--- src/rtl/sub_pkg.sv ---
// Shared definitions for the chunked sequential subtractor: FSM state
// encoding and the index-width helper.
package sub_pkg;

  typedef enum logic [1:0] {
    IDLE = 2'd0,
    BUSY = 2'd1,
    DONE = 2'd2
  } state_t;

  // Bits needed to count n chunks; never less than one so a single-chunk
  // build still has a legal (if unused) index register.
  function automatic int clog2(input int n);
    int r;
    int p;
    r = 32'sd0;
    p = 32'sd1;
    while (p < n) begin
      p = p * 32'sd2;
      r = r + 32'sd1;
    end
    return (r < 32'sd1) ? 32'sd1 : r;
  endfunction

endpackage

--- src/rtl/sub_chunk.sv ---
// One CHUNK-bit slice of a ripple-borrow subtractor. Purely combinational;
// the sequential top reuses a single instance every cycle.
module sub_chunk #(
  parameter int CHUNK = 8
) (
  input  logic [CHUNK-1:0] a,
  input  logic [CHUNK-1:0] b,
  input  logic             bin,
  output logic [CHUNK-1:0] d,
  output logic             bout
);

  logic [CHUNK:0] res_s;

  // Subtract in CHUNK+1 bits so the top bit falls out as the borrow.
  always_comb begin
    res_s = {1'b0, a} - {1'b0, b} - {{CHUNK{1'b0}}, bin};
    d     = res_s[CHUNK-1:0];
    bout  = res_s[CHUNK];
  end

endmodule

--- src/rtl/subtractor_seq_chunked.sv ---
// Multi-cycle subtractor: diff = a - b - bin over WIDTH bits, CHUNK bits per
// clock, with the borrow carried between cycles in a register. Valid/ready
// handshakes on both the operand and the result side.
// Optional feature macro: SUB_SAT_EN (unsigned saturation to zero on borrow).
module subtractor_seq_chunked
  import sub_pkg::*;
#(
  parameter int WIDTH = 32,
  parameter int CHUNK = 8
) (
  input  logic             clk,
  input  logic             rst_n,
  input  logic             in_valid,
  output logic             in_ready,
  input  logic [WIDTH-1:0] a,
  input  logic [WIDTH-1:0] b,
  input  logic             bin,
  output logic             out_valid,
  input  logic             out_ready,
  output logic [WIDTH-1:0] diff,
  output logic             borrow_out,
  output logic             zero
);

  localparam int NCHUNK = WIDTH / CHUNK;
  localparam int IDXW   = clog2(NCHUNK);
  localparam logic [IDXW-1:0] LAST_IDX = IDXW'(NCHUNK - 32'sd1);
  localparam logic [IDXW-1:0] IDX_ONE  = IDXW'(32'sd1);

  // Reject operand widths that do not split into whole chunks.
  if ((WIDTH % CHUNK) != 0) begin : g_width_check
    $error("subtractor_seq_chunked: WIDTH must be a multiple of CHUNK");
  end

  state_t                  state_r;
  state_t                  state_nxt_s;
  logic [IDXW-1:0]         idx_r;
  logic [WIDTH-1:0]        a_r;
  logic [WIDTH-1:0]        b_r;
  logic                    borrow_r;
  logic [WIDTH-1:0]        diff_r;
  logic                    borrow_out_r;
  logic                    zero_r;

  logic                    accept_s;
  logic                    last_s;
  logic [CHUNK-1:0]        d_s;
  logic                    borrow_nxt_s;
  logic [WIDTH+CHUNK-1:0]  diff_cat_s;
  logic [WIDTH+CHUNK-1:0]  diff_shift_s;
  logic [WIDTH-1:0]        diff_nxt_s;

  // The operand registers are shifted right each BUSY cycle, so the chunk
  // being worked on always sits in the low CHUNK bits.
  sub_chunk #(
    .CHUNK (CHUNK)
  ) u_chunk (
    .a    (a_r[CHUNK-1:0]),
    .b    (b_r[CHUNK-1:0]),
    .bin  (borrow_r),
    .d    (d_s),
    .bout (borrow_nxt_s)
  );

  assign last_s   = (idx_r == LAST_IDX);
  assign in_ready = (state_r == IDLE) | ((state_r == DONE) & out_ready);
  assign accept_s = in_valid & in_ready;

  // New chunk enters at the top of the result and everything moves down one
  // chunk; after NCHUNK steps chunk 0 has reached the bottom.
  always_comb begin
    diff_cat_s   = {d_s, diff_r};
    diff_shift_s = diff_cat_s >> CHUNK;
    diff_nxt_s   = diff_shift_s[WIDTH-1:0];
`ifdef SUB_SAT_EN
    if (last_s && borrow_nxt_s) begin
      diff_nxt_s = {WIDTH{1'b0}};
    end else begin
      diff_nxt_s = diff_shift_s[WIDTH-1:0];
    end
`endif
  end

  // State register.
  always_ff @(posedge clk or negedge rst_n) begin
    if (!rst_n) begin
      state_r <= IDLE;
    end else begin
      state_r <= state_nxt_s;
    end
  end

  // Next-state logic: accept in IDLE, step through chunks in BUSY, hold the
  // result in DONE until it is taken (optionally accepting a new op at once).
  always_comb begin
    state_nxt_s = state_r;
    case (state_r)
      IDLE: begin
        if (in_valid) begin
          state_nxt_s = BUSY;
        end else begin
          state_nxt_s = IDLE;
        end
      end
      BUSY: begin
        if (last_s) begin
          state_nxt_s = DONE;
        end else begin
          state_nxt_s = BUSY;
        end
      end
      DONE: begin
        if (out_ready) begin
          if (in_valid) begin
            state_nxt_s = BUSY;
          end else begin
            state_nxt_s = IDLE;
          end
        end else begin
          state_nxt_s = DONE;
        end
      end
      default: begin
        state_nxt_s = IDLE;
      end
    endcase
  end

  // Operand capture, per-chunk datapath step and result flags at DONE entry.
  always_ff @(posedge clk or negedge rst_n) begin
    if (!rst_n) begin
      idx_r        <= {IDXW{1'b0}};
      a_r          <= {WIDTH{1'b0}};
      b_r          <= {WIDTH{1'b0}};
      borrow_r     <= 1'b0;
      diff_r       <= {WIDTH{1'b0}};
      borrow_out_r <= 1'b0;
      zero_r       <= 1'b0;
    end else if (accept_s) begin
      idx_r    <= {IDXW{1'b0}};
      a_r      <= a;
      b_r      <= b;
      borrow_r <= bin;
    end else if (state_r == BUSY) begin
      idx_r    <= idx_r + IDX_ONE;
      a_r      <= a_r >> CHUNK;
      b_r      <= b_r >> CHUNK;
      borrow_r <= borrow_nxt_s;
      diff_r   <= diff_nxt_s;
      if (last_s) begin
        borrow_out_r <= borrow_nxt_s;
        zero_r       <= (diff_nxt_s == {WIDTH{1'b0}});
      end
    end
  end

  assign out_valid  = (state_r == DONE);
  assign diff       = diff_r;
  assign borrow_out = borrow_out_r;
  assign zero       = zero_r;

endmodule

--- config.mk ---
export PLATFORM = sky130hd
export DESIGN_NAME = subtractor_seq_chunked
export DESIGN_NICKNAME = d
export VERILOG_FILES = /design/src/rtl/sub_pkg.sv /design/src/rtl/sub_chunk.sv /design/src/rtl/subtractor_seq_chunked.sv
export SDC_FILE = /design/constraint.sdc
export NUM_CORES = 1
export LEC_CHECK = 0
export BUFFER_PORTS_ARGS = -buffer_cell sky130_fd_sc_hd__buf_2
export CAP_MARGIN = 25
export CELL_PAD_IN_SITES_DETAIL_PLACEMENT = 0
export CELL_PAD_IN_SITES_GLOBAL_PLACEMENT = 2
export CORE_ASPECT_RATIO = 0.5
export CORE_MARGIN = 4
export CORE_UTILIZATION = 35
export CTS_BUF_LIST = sky130_fd_sc_hd__clkbuf_16
export DETAILED_ROUTE_END_ITERATION = 8
export HOLD_SLACK_MARGIN = 0.05
export PLACE_DENSITY_LB_ADDON = 0.1
export SYNTH_ARGS = -nofsm -noshare
export SYNTH_HDL_FRONTEND = slang
export SYNTH_SLANG_ARGS = --single-unit
--- constraint.sdc ---
create_clock -name clk -period 5.21 [get_ports clk]
set_input_delay 1.042 -clock clk [delete_from_list [all_inputs] [get_ports clk]]
set_output_delay 1.042 -clock clk [all_outputs]
set_load 0.02 [all_outputs]
==> impl_metrics.csv <==
group,metric,value,unit
status,status,"finished clean",
sta,clock.fmax,393,MHz
cts,cts_max_path_buffers,2,
route,drt.antenna.violating_nets,0,
power,ir_drop,0.228,mV
floorplanning,start_util,0.366,
cts,clkSinkCount,103,
yosys,yosys-top-cells-count,"213 x nand2_1, 103 x dfrtp_1, 47 x a22oi_1",
sta,whs,0.470,ns
yosys,synth_top_area_share,0.542,
layout,nFillCells,1329,
floorplanning,fp.dieH,90.4,um
yosys,ys_async_sr_fraction,1.00,
yosys,yosysTopAreaCell,"dfrtp_1",
floorplanning,rows,29,
sta,finalSetupTns,0,ns
global_routing,grt_pass1_vias,3836,
layout,area_delta_synth_final,20.5,%
sta,timing.final.crit_share,0.488,
global_routing,grt_use_total,0.160,
yosys,yosysWarnings,0,
critical_path,critPathMaxFanout,3,
floorplanning,dieWidth,173,um
global_routing,top_usage_layer,"met2",
critical_path,crit_top_cell,"buf_2",
sta,slew_violations,0,
critical_path,cpPeakStageDelay,0.17,ns
critical_path,worst_setup_path_end_kind,"output port",
route,vias_per_cell,4.77,
route,wl,12000,um
hold_path,hold_class,"flip-flop to flip-flop",
cts,post-cts-setup-buffers,0,
layout,diodes,0,
layout,stdcell_count,789,
sta,worst_pin_slew,0.845,ns
yosys,syn_area,4760,sq um
route,drtPass1Iterations,4,
floorplanning,die-area,15600,sq um
yosys,ys_seq_elements,103,
cts,cts.htree.levels,3,
power,p_leak,3.00,nW
route,drc,0,
yosys,synthesis.nets,609,
route,wl_per_cell,15.3,um
yosys,ys.flop_type,"dfrtp_1",
sta,setup_viol,0,
yosys,synthMostInstantiatedCell,"nand2_1",
global_routing,gr-usage-met1,0.230,
layout,final_layout_size_suffix_gt1_frac,0.213,
yosys,synth-edff-count,0,
cts,cts_tree,"yes",
global_routing,gr-total-overflow,0,
yosys,synth_area_leaders,"dfrtp_1 54%, nand2_1 17%, a22oi_1 7.4%",
yosys,netlist_instances,523,
route,dr_total_vias,3766,
placement,dpl.hpwl,8050,um
layout,multi_input_area,1980,sq um
critical_path,critPathSlowestCell,"buf_2",
critical_path,worst-setup-path-type,"primary input to output port",
cts,cts_buffers,9,
cts,cts_root_buffer,"clkbuf_16",
critical_path,critPathRequiredTime,4.17,ns
sta,fin_skew,0.0154,ns
critical_path,crit_arrival,1.50,ns
global_routing,grt_start_max_net_pins,86,
yosys,ys_seq_area_frac,0.542,
floorplanning,io_pins,105,
layout,regArea,2580,sq um
job,maxCapViolCount,0,
sta,rsz0062_at_grt,"false",
placement,placed_cells,773,
floorplanning,fp.coreArea,13000,sq um
sta,slew_headroom,0.436,
critical_path,crit_chain,"buf_2 -> inv_1 -> a21oi_1 -> buf_2",
yosys,ys_types,45,
cts,ctsResizeCount,0,
global_routing,grt_first_pass_wirelength,20200,um
power,power_density,740,nW/um^2
global_routing,use_met2,0.236,
route,drt_iter0_drc,182,
yosys,syn_avg_cell_area,9.10,sq um
global_routing,met3_usage,0.0531,
sta,hold_violations,0,
critical_path,startpoint_type,"primary input",
placement,port_buffers,104,
cts,holdBufCountCts,0,
placement,place_congestion,0.707,
cts,insertion_delay,0.35,ns
sta,fin_crit,2.54,ns
global_routing,antenna_found_initial,1,
cts,clkTransAtPathRegs,0.07,ns
layout,fin_nets,700,
-- worst paths after layout --
check	start	end	slack, ns	cells past startpoint
setup / recovery	out_ready	in_ready	2.67	4
hold / removal	diff[5]	diff[5]	0.47	2
hold reg to reg	diff[5]	diff[5]	0.47	2
setup reg to reg	a_r[0]	diff[31]	2.77	7
min in group asynchronous	rst_n	diff[1]	0.76	1
max in group asynchronous	rst_n	a_r[12]	3.34	2
-- layer usage --
| layer | share of wire | up-vias |
|---|---|---|
| li1 | - | 1927 |
| met1 | 0.52 | 1746 |
| met2 | 0.42 | 83 |
| met3 | 0.059 | 8 |
| met4 | 0.0047 | 2 |
| met5 | 0.00066 | - |
-- stage by stage --
stage,worst slack (ns),total power [mW],utilization,cell area (sq um)
2_1_floorplan,2.72,2.99,-,4760
3_3_place_gp,2.58,3.55,0.417,5420
3_5_place_dp,2.58,3.62,0.419,5450
4_1_cts,2.67,4.31,0.441,5730
5_1_grt,2.50,4.69,0.441,5730
6_report,2.67,4.24,0.441,5730
-- layout make-up --
type / instances / area share
timing repair buffer: 109 / 0.101
clock inverter: 7 / 0.0107
multi-input combinational: 367 / 0.346
sequential: 103 / 0.450
tap: 170 / 0.0371
inverter: 24 / 0.0157
clock buffer: 9 / 0.0393
-- state kept, by name, indices dropped and copies added, names as in the netlist --
name        count
borrow_r        1
borrow_out      1
b_r            32
zero            1
a_r            32
idx_r           2
diff           32
state_r         2
-- kinds of logic (layout without fill, tap and decap cells) --
family                   Yosys count  after routing  synth area share
adder cells (fa/ha/maj)           17             17            0.0479
XOR/XNOR                           4              4           0.00737
AO/OA/AOI/OAI                     94             94             0.134
flip-flops                       103            103             0.542
multiplexers                       5              5            0.0105
AND/OR/NAND/NOR                  247            247             0.211
buffers and inverters             53            149            0.0473
-- placed cells by master, fill, tap and decap left out, types with 3 or more instances in the layout --
master     instances
clkbuf_16          9
or3_1              4
ha_1              15
dfrtp_1          103
a22oi_1           47
nor2_1             3
nor3_1             3
buf_2            103
buf_4              5
nor2b_1            3
nor4_1             4
o21ai_0           28
a21oi_1            4
nand2_1          213
inv_1             25
inv_6              3
mux2i_1            5
-- worst max-delay path: cells and delay by family --
family	cells	cell delay, ns
buffers and inverters	3	0.38
AOI/OAI and AO/OA	1	0.08
-- where the power goes --
group	leakage [nW]	switching, mW	internal, mW	total (mW)
sequential	1.30	0.268	1.17	1.44
clock	0.146	0.330	0.336	0.666
combinational	1.55	1.32	0.820	2.14
Note: power is estimated with default switching activity, not from simulation.
